File: config.mk
export PLATFORM = sky130hd
export DESIGN_NAME = mips_io_port
export DESIGN_NICKNAME = d
export VERILOG_FILES = /design/src/rtl/mips_io_port.sv
export SDC_FILE = /design/constraint.sdc
export NUM_CORES = 1
export LEC_CHECK = 0
export ABC_AREA = 1
export CAP_MARGIN = 20
export CORE_ASPECT_RATIO = 1.4
export CORE_UTILIZATION = 25
export CTS_CLUSTER_DIAMETER = 60
export DETAILED_ROUTE_END_ITERATION = 12
export DONT_BUFFER_PORTS = 1
export GPL_TIMING_DRIVEN = 0
export HOLD_SLACK_MARGIN = 0.03
export PLACE_DENSITY_LB_ADDON = 0.3
export SLEW_MARGIN = 10
export SYNTH_ARGS = -nofsm -noshare
export SYNTH_HDL_FRONTEND = slang
export SYNTH_SLANG_ARGS = --single-unit
File: constraint.sdc
create_clock -name CLK -period 5.8 [get_ports CLK]
set_clock_uncertainty 0.05 [all_clocks]
set_input_delay 1.45 -clock CLK [delete_from_list [all_inputs] [get_ports CLK]]
set_output_delay 1.45 -clock CLK [all_outputs]
set_load 0.03 [all_outputs]
File: src/rtl/mips_io_port.sv
// rtl/mips_io_port.sv - in/out instruction responder with CPU-side output and input FIFOs
// The CPU side never stalls: dropped writes and empty reads raise sticky flags instead.
module mips_io_port #(
    parameter int WIDTH = 16,
    parameter int DEPTH = 4
) (
    input  logic             CLK,
    input  logic             Reset,
    input  logic             OutputWrite,
    input  logic [WIDTH-1:0] OutData,
    input  logic             InputRead,
    output logic [WIDTH-1:0] InData,
    output logic             InEmpty,
    output logic             OutFull,
    output logic             OutOverflow,
    output logic             InUnderflow,
    input  logic [WIDTH-1:0] ext_in_data,
    input  logic             ext_in_valid,
    output logic             ext_in_ready,
    output logic [WIDTH-1:0] ext_out_data,
    output logic             ext_out_valid,
    input  logic             ext_out_ready
);

    localparam int PW = $clog2(DEPTH);
    localparam int CW = PW + 1;
    localparam logic [CW-1:0] FULL = CW'(DEPTH);

    logic [WIDTH-1:0] out_mem_q [DEPTH];
    logic [WIDTH-1:0] in_mem_q  [DEPTH];

    logic [PW-1:0] out_wptr_q, out_wptr_d, out_rptr_q, out_rptr_d;
    logic [PW-1:0] in_wptr_q,  in_wptr_d,  in_rptr_q,  in_rptr_d;
    logic [CW-1:0] out_cnt_q,  out_cnt_d,  in_cnt_q,   in_cnt_d;
    logic          out_ovf_q,  out_ovf_d,  in_unf_q,   in_unf_d;
    logic          out_push, out_pop, in_push, in_pop;

    always_comb begin
        out_wptr_d = out_wptr_q;
        out_rptr_d = out_rptr_q;
        out_cnt_d  = out_cnt_q;
        in_wptr_d  = in_wptr_q;
        in_rptr_d  = in_rptr_q;
        in_cnt_d   = in_cnt_q;

        ext_in_ready = !Reset && (in_cnt_q != FULL);

        // A pop frees the slot in the same edge, so a full FIFO still takes the write.
        out_pop  = !Reset && (out_cnt_q != '0) && ext_out_ready;
        out_push = !Reset && OutputWrite && ((out_cnt_q != FULL) || out_pop);
        in_push  = ext_in_valid && ext_in_ready;
        in_pop   = !Reset && InputRead && (in_cnt_q != '0);

        out_ovf_d = out_ovf_q | (!Reset && OutputWrite && !out_push);
        in_unf_d  = in_unf_q  | (!Reset && InputRead && (in_cnt_q == '0));

        if (out_push) out_wptr_d = out_wptr_q + PW'(1);
        if (out_pop)  out_rptr_d = out_rptr_q + PW'(1);
        if (out_push && !out_pop)      out_cnt_d = out_cnt_q + CW'(1);
        else if (!out_push && out_pop) out_cnt_d = out_cnt_q - CW'(1);

        if (in_push) in_wptr_d = in_wptr_q + PW'(1);
        if (in_pop)  in_rptr_d = in_rptr_q + PW'(1);
        if (in_push && !in_pop)      in_cnt_d = in_cnt_q + CW'(1);
        else if (!in_push && in_pop) in_cnt_d = in_cnt_q - CW'(1);
    end

    always_ff @(posedge CLK) begin
        if (Reset) begin
            out_wptr_q <= '0;
            out_rptr_q <= '0;
            out_cnt_q  <= '0;
            in_wptr_q  <= '0;
            in_rptr_q  <= '0;
            in_cnt_q   <= '0;
            out_ovf_q  <= 1'b0;
            in_unf_q   <= 1'b0;
        end else begin
            out_wptr_q <= out_wptr_d;
            out_rptr_q <= out_rptr_d;
            out_cnt_q  <= out_cnt_d;
            in_wptr_q  <= in_wptr_d;
            in_rptr_q  <= in_rptr_d;
            in_cnt_q   <= in_cnt_d;
            out_ovf_q  <= out_ovf_d;
            in_unf_q   <= in_unf_d;
        end
    end

    // Storage is not reset; counts gate everything that reads it.
    always_ff @(posedge CLK) begin
        if (out_push) out_mem_q[out_wptr_q] <= OutData;
        if (in_push)  in_mem_q[in_wptr_q]   <= ext_in_data;
    end

    assign ext_out_data  = out_mem_q[out_rptr_q];
    assign ext_out_valid = (out_cnt_q != '0);
    assign InData        = (in_cnt_q != '0) ? in_mem_q[in_rptr_q] : '0;
    assign InEmpty       = (in_cnt_q == '0);
    assign OutFull       = (out_cnt_q == FULL);
    assign OutOverflow   = out_ovf_q;
    assign InUnderflow   = in_unf_q;

endmodule
Word-level counts from Yosys, hierarchy flattened
Memories as Yosys holds them, arrays and structs flattened. A register that Yosys moved wholly into a read port is not among the register bits. Cells that the tools add are included.

Bits in registers: 16. RAM bits: 128. Input bits: 38. Output and inout bits: 38. Word-level logic and storage cells: 61. Memories: 2.

Memory list: in_mem_q (words 4, bits a word 16, read ports 1, clocked after memory_dff 1, write ports 1, line 30) `logic [WIDTH-1:0] in_mem_q [DEPTH];`; out_mem_q (words 4, bits a word 16, read ports 1, clocked after memory_dff 1, write ports 1, line 29) `logic [WIDTH-1:0] out_mem_q [DEPTH];`.

Add/sub/neg operators: 8. Equal/unequal tests: 3. Muxes and demuxes: 13. Bitwise operators: 2. Reductions and logical operators: 25.

Operator list (count): $mux W16 (1); $logic_and A1 B1 Y1 (14); $mux W3 (4); $add A2 B1 Y2 const B (4); $mux W2 (4); $add A3 B1 Y3 const B (2); $ne A3 B3 Y1 const B (2); $reduce_bool A3 Y1 (2); $sub A3 B1 Y3 const B (2); $logic_not A1 Y1 (5); $mux W1 (4); $reduce_bool A2 Y1 (2); $eq A3 B3 Y1 const B (1); $logic_not A3 Y1 (1); $or A1 B1 Y1 (2); $logic_or A1 B1 Y1 (1).

Logic depth before layout (Yosys ltp)
Depth after elaboration: 9. Depth in mapped cells: 14. Gate-level depth less buffers: 14.

Least setup slack after synthesis
No wires, ideal clock.

Kind: input to output. Start: in Reset. End: out ext_in_ready. Arrival: 2091 ps. Data required time: 4300 ps. Slack: 2209 ps. Stages on the path: 2. Buffers on the path: 1. Cells stage by stage: buf_4 a21oi_1.

Longest elaborated chain between the ends: 2.

Ends and longest elaborated chain: start, declared (line 8) `input logic Reset,`; $logic_not A1 Y1 (line 46) `ext_in_ready = !Reset && (in_cnt_q != FULL);`; $logic_and A1 B1 Y1 (line 46); end, declared (line 19) `output logic ext_in_ready,`.

No other way between the ends.

Worst setup path after layout
Ends and elaborated chain as after synthesis.

==> results.txt <==
Status: complete, no violations
Hold Buf Count CTS: 0
WP depth: 2
Via density: 4.305
Worst Path Required: 4300 ps
CTS Buf Count: 17
# diodes: 0
Largest net degree at the start of global routing: 17
Fill count: 2,317
Setup violators final: 0
CTS max path bufs: 2
Cell Pwr Density: 393.5 mW/mm^2
Cell Rows: 66
Die ar.: 0.02469 mm^2
Total of warnings raised by yosys: 0
First-pass GRT wire length: 20,640 um
Routability cong.: 0.7453
I/O pins: 76
Initial antenna violation count: 0
Final period utilization: 0.6296
Post-CTS setup buffers: 0
Clock Latency Late Sink: 410 ps
Post-synthesis adder-cell area fraction: 0.02746
Final core utilization: 0.3050
Layout cells sized above 1: 0.1801
RSZ-0062 raised after global routing: no
Fraction of the yosys area taken by sequential cells: 0.7056
DPL Wire Length: 9659 um
Sink Count: 148
Worst Path Arrival: 2150 ps
Routed via count: 3,612
TritonCTS clock tree: done
Avg Cell Area, Syn: 12.18 um^2
Antenna Nets Post-Route: 0
Die height: 185.5 um
Final Power: 0.002814 W
Syn_nets: 544
Initial Util: 0.2565
Pleak: 2.461 nW
Seq. cell area: 0.004244 mm^2
Multi-input logic area: 0.001486 mm^2
Synth Area in Simple Gates: 0.1144
DP Area: 0.006538 mm^2
Hold path cells: 2
Worst hold-check path type: reg -> reg
CP Buf/Inv Count: 1
Gr ovfl total: 0
DRT Wirelength: 13,430 um
Die width: 133.1 um
DRT iter0 DRCs: 212
Area Growth Syn to Fin: 18.91%
Layout net count: 571
Fin Setup TNS: 0 ps
Max Cap Viol: 0
Cell variety after synth: 27
Synth Area in Compound Gates: 0.1005
Crit path cell chain: buf_4, a21oi_1
CTS root buf: clkbuf_16
Main combinational cell family by area after synthesis: simple AND/OR/NAND/NOR gates
Commonest cells after routing, fill and taps aside: 128 x edfxtp_1, 108 x nor2_1, 58 x o21ai_1
Depth of the worst register-to-register path: 13
Remaining DRCs: 0
Critical path's slowest cell: a21oi_1
Family with the most delay on the worst path: compound AO/OA/AOI/OAI gates
Final instance area: 0.007152 mm^2
Synth Register Bits: 148
Mux contribution to synthesized area: 0
Setup crit start kind: input pin
Mapped Area: 0.006015 mm^2
Crit path max fanout: 10
Router iterations before antenna repair: 4
Slew HR: 0.3711
Number of global-route vias before repair: 3,804
Fmax: 0.2738 GHz
XOR/XNOR Fraction of Synth Area: 0.001456
Measured slew at the worst slew-check pin: 936.2 ps
Leading cell type in the layout, fill and taps excluded: edfxtp_1
Crit path kind: in -> out
Maximum vdd ir drop: 0.2508 mV
Post-synthesis cell count: 494
Core Area: 0.02345 mm^2
Crit end category: output port
GRT Total Usage: 0.1152
Max H-tree Level: 4
Fin. max-slew vios: 0
Hold Vio Cnt, Final: 0
Post-CTS sizing: 0
Clock transition at path regs: 60 ps
Fin crit period: 3652 ps
I/O Buffers: 0
CP peak stage delay: 540 ps
Routed len/inst: 16.01 um
cells by family after synthesis:
| group | Yosys count |
|---|---|
| XOR/XNOR | 1 |
| AO/OA/AOI/OAI | 110 |
| buffers and inverters | 57 |
| adder cells (fa/ha/maj) | 12 |
| AND/OR/NAND/NOR | 166 |
| flip-flops | 148 |
stage by stage:
stage                     worst slack [ps]  hold WS (ps)  std cells
after floorplan                       2209         414.7        494
after global placement                2093         435.0        800
after detailed placement              2145         448.7        808
after CTS                             2145         457.3        839
after global routing                  2124         482.0        839
final                                 2148         454.8        839
where the power goes:
| group | internal (W) | switching, W |
|---|---|---|
| logic | 0.000107 | 0.000338 |
| registers | 0.00121 | 0.0000310 |
| clock network | 0.000716 | 0.000415 |
area by class of cell:
class	count	area share
sequential	148	0.5934
multi-input combinational	289	0.2078
clock buffer	18	0.06001
tap	306	0.05353
clock inverter	13	0.02589
buffer	21	0.02292
inverter	36	0.01959
timing repair buffer	8	0.01679
Yosys cell counts:
library cell,number,share of area
inv_4,2,0.0021
buf_6,5,0.0094
nand2_2,5,0.0052
edfxtp_1,128,0.64
nand2_4,1,0.0019
o22ai_1,16,0.017
nor2_2,1,0.0010
nor2_4,2,0.0037
nor2_1,116,0.072
dfxtp_1,20,0.067
fa_1,2,0.0067
buf_2,8,0.0067
buf_8,1,0.0025
buf_4,7,0.0087
xor2_1,1,0.0015
nand3_2,2,0.0033
nand2_1,28,0.017
o21ai_1,58,0.048
ha_1,10,0.021
nand4_1,1,0.0010
a21oi_1,17,0.014
nor3_1,1,0.00083
inv_1,27,0.017
nand3_1,9,0.0075
o21ai_0,10,0.0083
a21oi_2,9,0.013
inv_2,7,0.0044
final timing paths:
check | start | endpoint | slack, ps
setup / recovery | Reset | ext_in_ready | 2150
hold / removal | in_rptr_q[0]$_SDFFE_PP0P_ | in_rptr_q[0]$_SDFFE_PP0P_ | 450
setup reg to reg | in_cnt_q[0]$_SDFFE_PP0P_ | in_cnt_q[2]$_SDFFE_PP0P_ | 3750
hold reg to reg | in_rptr_q[0]$_SDFFE_PP0P_ | in_rptr_q[0]$_SDFFE_PP0P_ | 450
metal layers:
metal,wire length [um],track usage
met5,0,0
met4,261,0.05500
met3,676,0.04194
met2,7358,0.2182
met1,5134,0.1092
flip-flops by register name, summed over array words and instances, names as in the netlist, named ones only:
register / flops
InUnderflow: 1
OutOverflow: 1
in_cnt_q: 3
in_mem_q: 64
in_rptr_q: 2
in_wptr_q: 2
out_cnt_q: 3
out_mem_q: 64
out_rptr_q: 2
out_wptr_q: 2
Note: power is estimated with default switching activity, not from simulation.
